`config.mk`:
```
export PLATFORM = sky130hd
export DESIGN_NAME = press_code_decoder
export DESIGN_NICKNAME = d
export VERILOG_FILES = /design/src/rtl/press_code_decoder.sv
export SDC_FILE = /design/constraint.sdc
export NUM_CORES = 1
export LEC_CHECK = 0
export BUFFER_PORTS_ARGS = -buffer_cell sky130_fd_sc_hd__buf_2
export CAP_MARGIN = 10
export CORE_MARGIN = 2
export CORE_UTILIZATION = 45
export CTS_BUF_LIST = sky130_fd_sc_hd__clkbuf_16
export DETAILED_ROUTE_END_ITERATION = 10
export SYNTH_ARGS = -nofsm -noshare
export SYNTH_HDL_FRONTEND = slang
export SYNTH_SLANG_ARGS = --single-unit
```
`constraint.sdc`:
```
create_clock -name hwclk -period 2.2 [get_ports hwclk]
set_input_delay 0.11 -clock hwclk [delete_from_list [all_inputs] [get_ports hwclk]]
set_output_delay 0.11 -clock hwclk [all_outputs]
set_load 0.01 [all_outputs]
```
`src/rtl/press_code_decoder.sv`:
```
// rtl/press_code_decoder.sv - debounced button press decoder into short/long code words
// Optional abort-on-very-long-press feature enabled by defining PRESS_ABORT_EN.
module press_code_decoder #(
  parameter int DEBOUNCE_CYCLES = 120000,
  parameter int LONG_CYCLES     = 6000000,
  parameter int GAP_CYCLES      = 24000000,
  parameter int MAX_SYMBOLS     = 8
`ifdef PRESS_ABORT_EN
  , parameter int ABORT_CYCLES  = 36000000
`endif
) (
  input  logic                   hwclk,
  input  logic                   rst,
  input  logic                   btn_in,
  output logic                   sym_valid,
  output logic                   sym_long,
  output logic [MAX_SYMBOLS-1:0] code,
  output logic [3:0]             code_len,
  output logic                   code_valid,
  input  logic                   code_ack,
  output logic                   overflow
`ifdef PRESS_ABORT_EN
  , output logic                 abort
`endif
);

`ifdef PRESS_ABORT_EN
  localparam int SAT_CYCLES = ABORT_CYCLES;
`else
  localparam int SAT_CYCLES = LONG_CYCLES;
`endif
  localparam int DBW = (DEBOUNCE_CYCLES > 1) ? $clog2(DEBOUNCE_CYCLES) : 1;
  localparam int PCW = $clog2(SAT_CYCLES + 1);
  localparam int GCW = (GAP_CYCLES > 1) ? $clog2(GAP_CYCLES) : 1;

  typedef enum logic [1:0] {IDLE, PRESSED, RELEASED, HOLD} state_t;

  logic [1:0]     sync_q;
  logic [DBW-1:0] db_cnt_q;
  logic           btn_db_q, btn_db_prev_q;
  logic           btn_s, db_rise, db_fall;

  assign btn_s   = sync_q[1];
  assign db_rise = btn_db_q & ~btn_db_prev_q;
  assign db_fall = ~btn_db_q & btn_db_prev_q;

  always_ff @(posedge hwclk) begin
    if (rst) begin
      sync_q        <= '0;
      db_cnt_q      <= '0;
      btn_db_q      <= 1'b0;
      btn_db_prev_q <= 1'b0;
    end else begin
      sync_q        <= {sync_q[0], btn_in};
      btn_db_prev_q <= btn_db_q;
      if (btn_s == btn_db_q) begin
        db_cnt_q <= '0;
      end else if (db_cnt_q == DBW'(DEBOUNCE_CYCLES - 1)) begin
        btn_db_q <= ~btn_db_q;
        db_cnt_q <= '0;
      end else begin
        db_cnt_q <= db_cnt_q + 1'b1;
      end
    end
  end

  state_t                 state_q, state_d;
  logic [PCW-1:0]         press_q, press_d;
  logic [GCW-1:0]         gap_q, gap_d;
  logic [MAX_SYMBOLS-1:0] code_q, code_d;
  logic [3:0]             len_q, len_d;
  logic                   cv_q, cv_d, ovf_q, ovf_d;
  logic                   sv_q, sv_d, sl_q, sl_d, abort_q, abort_d;
  logic                   sym, abort_hit;

`ifdef PRESS_ABORT_EN
  assign abort_hit = (press_q >= PCW'(ABORT_CYCLES));
`else
  assign abort_hit = 1'b0;
`endif

  always_comb begin
    state_d = state_q;
    press_d = press_q;
    gap_d   = gap_q;
    code_d  = code_q;
    len_d   = len_q;
    cv_d    = cv_q;
    ovf_d   = ovf_q;
    sv_d    = 1'b0;
    sl_d    = 1'b0;
    abort_d = 1'b0;
    sym     = (press_q >= PCW'(LONG_CYCLES));
    case (state_q)
      IDLE: begin
        if (db_rise) begin
          state_d = PRESSED;
          press_d = '0;
        end
      end
      PRESSED: begin
        if (db_fall) begin
          if (abort_hit) begin
            code_d  = '0;
            len_d   = '0;
            ovf_d   = 1'b0;
            abort_d = 1'b1;
            state_d = IDLE;
          end else begin
            sv_d = 1'b1;
            sl_d = sym;
            if (len_q < 4'(MAX_SYMBOLS)) begin
              for (int i = 0; i < MAX_SYMBOLS; i++) begin
                if (len_q == 4'(i)) code_d[i] = sym;
              end
              len_d = len_q + 4'd1;
            end else begin
              ovf_d = 1'b1;
            end
            state_d = RELEASED;
            gap_d   = '0;
          end
        end else if (press_q < PCW'(SAT_CYCLES)) begin
          press_d = press_q + 1'b1;
        end
      end
      RELEASED: begin
        // A new press wins over a timeout landing in the same cycle.
        if (db_rise) begin
          state_d = PRESSED;
          press_d = '0;
        end else if (gap_q == GCW'(GAP_CYCLES - 1)) begin
          state_d = HOLD;
          cv_d    = 1'b1;
        end else begin
          gap_d = gap_q + 1'b1;
        end
      end
      HOLD: begin
        if (code_ack) begin
          state_d = IDLE;
          cv_d    = 1'b0;
          code_d  = '0;
          len_d   = '0;
          ovf_d   = 1'b0;
        end
      end
      default: state_d = IDLE;
    endcase
  end

  always_ff @(posedge hwclk) begin
    if (rst) begin
      state_q <= IDLE;
      press_q <= '0;
      gap_q   <= '0;
      code_q  <= '0;
      len_q   <= '0;
      cv_q    <= 1'b0;
      ovf_q   <= 1'b0;
      sv_q    <= 1'b0;
      sl_q    <= 1'b0;
      abort_q <= 1'b0;
    end else begin
      state_q <= state_d;
      press_q <= press_d;
      gap_q   <= gap_d;
      code_q  <= code_d;
      len_q   <= len_d;
      cv_q    <= cv_d;
      ovf_q   <= ovf_d;
      sv_q    <= sv_d;
      sl_q    <= sl_d;
      abort_q <= abort_d;
    end
  end

  assign sym_valid  = sv_q;
  assign sym_long   = sl_q;
  assign code       = code_q;
  assign code_len   = len_q;
  assign code_valid = cv_q;
  assign overflow   = ovf_q;
`ifdef PRESS_ABORT_EN
  assign abort      = abort_q;
`endif

endmodule

```
Word level (Yosys, flattened, before mapping)
Cells that the tools add are included.
Storage, ports and cells
  bits in registers: 87
Operators by class
  add/sub/neg operators: 4
  order comparisons: 3
  equality and inequality tests: 33
  muxes and demuxes: 38
  bitwise logic cells: 7
  reduce and logical (&&, ||, !) cells: 25
Operators by type and width (count)
  $mux W25: 3
  $mux W23: 3
  $pmux W25 S2: 1
  $pmux W23 S2: 1
  $reduce_and A5 Y1: 8
  $ne A2 B2 Y1 const B: 18
  $add A25 B1 Y25 const B: 1
  $eq A25 B25 Y1 const B: 1
  $mux W8: 3
  $reduce_and A4 Y1: 6
  $add A23 B1 Y23 const B: 1
  $ge A23 B23 Y1 const B: 1
  $lt A23 B23 Y1 const B: 1
  $add A17 B1 Y17 const B: 1
  $eq A17 B17 Y1 const B: 1
  $eq A4 B3 Y1 const B: 4
  $pmux W8 S2: 1
  $mux W1: 14
  $mux W4: 3
  $mux W2: 5
  $eq A4 B2 Y1 const B: 2
  $pmux W2 S4: 1
  $pmux W4 S2: 1
  $reduce_bool A2 Y1: 4
  other kinds (16): 25

Longest topological paths before layout
  word-level depth: 5
  mapped depth: 9
  mapped depth without buffers: 6

Worst setup path before layout
OpenSTA, ideal clock, no wires.
  kind: register to register
  start point: register gap_q[0]
  end point: register gap_q[0]
  library setup time: 70 ps
  arrival: 1810 ps
  required time: 2130 ps
  setup slack: 320 ps
  stages on the path, launching flop included: 10
  buffers on the path: 3
  period minus slack after synthesis: 1880 ps
  cells stage by stage: dfxtp_1 ha_1 nand3_1 nor3_2 and4_1 buf_2 buf_4 buf_4 o21ai_1 a21oi_1
Between the ends
  word-level cells in the longest chain between the ends: 4
  elaborated cells on any way between the ends: 7
  classes of those cells: add/sub: 1; eq/ne: 2; mux: 3; reduce/logical: 1
Ends and longest elaborated chain
  start, declared: RTL line 69  | logic [GCW-1:0] gap_q, gap_d;
  start signal, assigned: RTL line 167  | gap_q <= gap_d;
  $add A25 B1 Y25: RTL line 136  | gap_d = gap_q + 1'b1;
  $mux W25: RTL line 132  | end else if (gap_q == GCW'(GAP_CYCLES - 1)) begin
  $mux W25: RTL line 129  | if (db_rise) begin
  $pmux W25 S2: RTL line 94  | case (state_q)
Parallel ways exist; a longest one is shown, timed or not. The select of a mux whose other input is x is not followed.
A chain may end at the register's enable or synchronous reset.

Final worst setup path
  start point: register gap_q[5]
  end point: register gap_q[23]
The elaborated chain is that of the path after synthesis.

==> results.cfg <==
[sta]
layout_setup_ws_ns = 0.180
hold_viol = 0
max_clock_freq_mhz = 495
final.min_clock_period_ns = 2.02
slew_headroom_pct = 47.0
grt_setup_unrepaired = no
report.final.setup_viol = 0
timing.setup.tns_ns = 0
worst_clock_skew_ns = 0.00734
worst_pin_slew_ns = 0.791
timing.final.max_slew_violations = 0
final.period_utilization_pct = 91.8

[place]
place_congestion = 0.877
post-place-cells = 673
hpwlAfterDp_mm = 7.21
pre_cts_ws_ns = 0.132
io_buffer_count = 19

[route]
drcViolationCount = 0
wirelength_mm = 10.3
vias_per_cell = 5.83
drt.antenna.violating_nets = 0
dr.pass1.iters = 5
avgRoutedWirePerCell_um = 14.9
vias = 4016
initialDrtViolationCount = 189

[yosys]
synth_cells = 525
ys_seq_area_share_pct = 39.5
syn_area_mm2 = 0.00441
synth_top_family_by_area = simple AND/OR/NAND/NOR gates
synth_fp_nets = 537
synth-compound-area-share_pct = 19.2
yosys.area_share.adder_pct = 2.27
dominantRegCellSynth = sky130_fd_sc_hd__dfxtp_1
post_synth_xor_area_fraction_pct = 3.97
yosysUniqueCellTypes = 68
syn_area_per_cell_um2 = 8.40
synth.top_cells.by_area = sky130_fd_sc_hd__dfxtp_1, sky130_fd_sc_hd__nand2_1, sky130_fd_sc_hd__nor2_1, sky130_fd_sc_hd__nand4_1, sky130_fd_sc_hd__a21oi_1
yosysWarningCount = 0
synth_largest_type_area_fraction_pct = 39.5
synth-async-reset-ratio_pct = 0
yosys.area_share.simple_pct = 29.1
number_of_flops_mapped_to_enable_cells_by_yosys = 0
yosys_register_bits = 87
synth.mux.area_fraction_pct = 1.82
synth.largest_area_cell = sky130_fd_sc_hd__dfxtp_1

[critical_path]
critical_path.startpoint_type = flop
worst_reg_to_reg_setup_slack_ns = 0.18
critical_path.max_fanout = 6
arrival_ns = 2.31
r2r_path_end = gap_q[23]
r2r-start = gap_q[5]
worstPathRequired_ns = 2.49
setup.worst_path.class = flop to flop
worstSetupEndpointType = flop
r2r.worst_path.cells = 5

[cts]
worstSkewPairLatency_ns = 0.34
htree_levels = 3
cts.reportedPaths.clkPinSlew_ns = 0.07
ctsRootBufferMaster = sky130_fd_sc_hd__clkbuf_16
clock_path_buffers = 2
cts_made_buffers = 9
clock_tree_from_tritoncts = built
clkSinkCount = 87

[power_and_ir_drop]
sequentialPowerShare_pct = 51.4
total_switching_power_w = 0.000702
max-vdd-ir-drop_mv = 0.316
power_frac_clock_pct = 47.0
power.switching_fraction_pct = 22.8
portion_of_total_power_attributed_to_combinational_logic_pct = 1.6
pwr_density_cell_mw_per_mm2 = 611
internal_power_w = 0.00237
power.static_leakage_nw = 1.73

[final_layout]
n_antenna_cell = 0
final_net_count = 564
final_layout_size_suffix_gt1_share_pct = 12.2
areaGrowthSynthToFinish_pct = 14.1
final_core_utilization_pct = 52.2
layoutNonFillerInstCount = 689

[min_path]
hold_path_start = code_ack
hold-path-endpoint = state_q[1]
whs_path_depth = 4
min_path_type = input pin to flop

[global_route]
number_of_antenna_violations_at_the_first_check_in_global_routing = 0
track_usage_pct = 20.5
overflow = 0
first_global_vias = 3634
grt_max_degree = 27
grt_pass1_wl_mm = 17.5

[floorplan]
total_die_area_mm2 = 0.0106
floorplan.initialDensity_pct = 45.7
placement_rows = 36
dieHeight_um = 103
io_pins = 20
die_w_um = 103
coreArea_mm2 = 0.00964

[job]
max_cap_violations = 0

[outcome]
status = completed
==> power groups by stage <==
stage          registers [W]  logic [W]  clock network (W)
6_report             0.00158  0.0000501            0.00144
5_1_grt              0.00158  0.0000546            0.00156
4_1_cts              0.00158  0.0000508            0.00149
3_5_place_dp         0.00161  0.0000496                  0
3_3_place_gp         0.00161  0.0000497                  0
2_1_floorplan        0.00161  0.0000279                  0
==> through the flow <==
stage / area, um^2 / power (W) / hold slack [ns]
floorplan: 4410 / 0.00164 / 0.238
global placement: 4740 / 0.00166 / 0.338
detailed placement: 4740 / 0.00166 / 0.357
CTS: 5030 / 0.00312 / 0.137
global route: 5030 / 0.00320 / 0.159
finish: 5030 / 0.00307 / 0.140
==> per-layer routing <==
layer | GRT usage, % | vias to the layer above | part of all wire, %
li1 | - | 2025 | -
met1 | 28.2 | 1895 | 48
met2 | 32.6 | 87 | 47
met3 | 4.20 | 9 | 3.9
met4 | 5.67 | 0 | 1.1
met5 | 0 | - | 0
==> flip-flops by register name, indices dropped and copies added (netlist names), 2 cells and up <==
signal	flops
gap_q	25
press_q	23
db_cnt_q	17
code	8
code_len	4
state_q	2
sync_q	2
==> how the worst max path moves through the flow <==
stage / startpoint / end / cells past startpoint
final: gap_q[5] / gap_q[23] / 5
after global routing: gap_q[0] / gap_q[18] / 6
after CTS: press_q[15] / press_q[17] / 5
after detailed placement: press_q[15] / press_q[17] / 5
after global placement: press_q[4] / press_q[21] / 5
after floorplan: gap_q[0] / gap_q[0] / 9
==> worst max-delay path: stages, from the launching register on <==
cell                       delay (ns)
sky130_fd_sc_hd__dfxtp_1         0.42
sky130_fd_sc_hd__nand4_1         0.18
sky130_fd_sc_hd__nor4_1          0.56
sky130_fd_sc_hd__nand4b_1        0.28
sky130_fd_sc_hd__or4_1           0.46
sky130_fd_sc_hd__nand2_1         0.08
==> placed cells by master (no fill, tap or decap), types with 4 or more instances in the layout <==
cell type                   synthesis  routed
sky130_fd_sc_hd__o2111ai_1          5       5
sky130_fd_sc_hd__ha_1               8       8
sky130_fd_sc_hd__o21ai_0            8       8
sky130_fd_sc_hd__nand3_1           25      25
sky130_fd_sc_hd__or4_1             11      11
sky130_fd_sc_hd__or3_1              7       7
sky130_fd_sc_hd__o21ai_1           15      15
sky130_fd_sc_hd__inv_1             13      13
sky130_fd_sc_hd__nand2_1           57      56
sky130_fd_sc_hd__and4_1             5       5
sky130_fd_sc_hd__clkbuf_16          0       9
sky130_fd_sc_hd__a311oi_1          13      13
sky130_fd_sc_hd__o31ai_1            9       9
sky130_fd_sc_hd__dfxtp_1           87      87
sky130_fd_sc_hd__buf_4              2      21
sky130_fd_sc_hd__buf_2             11      19
sky130_fd_sc_hd__and3_1            16      16
sky130_fd_sc_hd__a21oi_1           26      26
sky130_fd_sc_hd__nand4_1           21      21
sky130_fd_sc_hd__xnor2_1            9       9
sky130_fd_sc_hd__a41oi_1            4       4
sky130_fd_sc_hd__nor3_1            10      10
sky130_fd_sc_hd__nor2b_1            4       4
sky130_fd_sc_hd__a31oi_1            8       8
sky130_fd_sc_hd__xor2_1            11      11
sky130_fd_sc_hd__nor2_1            50      50
sky130_fd_sc_hd__nor4_1             4       4
sky130_fd_sc_hd__nand4b_1           6       6
sky130_fd_sc_hd__mux2i_1            8       8
sky130_fd_sc_hd__o211ai_1           7       7
==> kinds of logic after synthesis <==
group | count (synthesis)
muxes | 8
AOI/OAI and AO/OA | 121
buffers and inverters | 41
xor gates and xnor gates | 20
and+or+nand+nor | 240
adders and majority gates | 8
DFF | 87
==> cells in the mapped netlist, drive strengths merged, types with 9 or more instances <==
library cell / number
a21oi: 26
a311oi: 13
and3: 18
buf: 15
clkbuf: 12
dfxtp: 87
inv: 13
nand2: 57
nand3: 26
nand4: 21
nor2: 50
nor3: 11
o21ai: 23
o31ai: 9
or4: 11
xnor2: 9
xor2: 11
==> repair_timing <==
| item | 4_1_cts | 5_1_grt |
|---|---|---|
| hold buffers | 1 | 0 |
| endpoints found under the setup margin | 0 | 6 |
| gates resized for setup | 0 | 1 |
| setup buffers | 0 | 0 |
| endpoints found under the hold margin | 1 | 0 |
==> final cells by class <==
| cell class | count | area [um^2] |
|---|---|---|
| Clock buffer | 9 | 225 |
| Clock inverter | 6 | 53.8 |
| Fill cell | 940 | 4610 |
| Inverter | 14 | 52.6 |
| Multi-Input combinational cell | 397 | 2490 |
| Sequential cell | 87 | 1740 |
| Tap cell | 133 | 166 |
| Timing Repair Buffer | 43 | 303 |
Note: power is estimated with default switching activity, not from simulation.
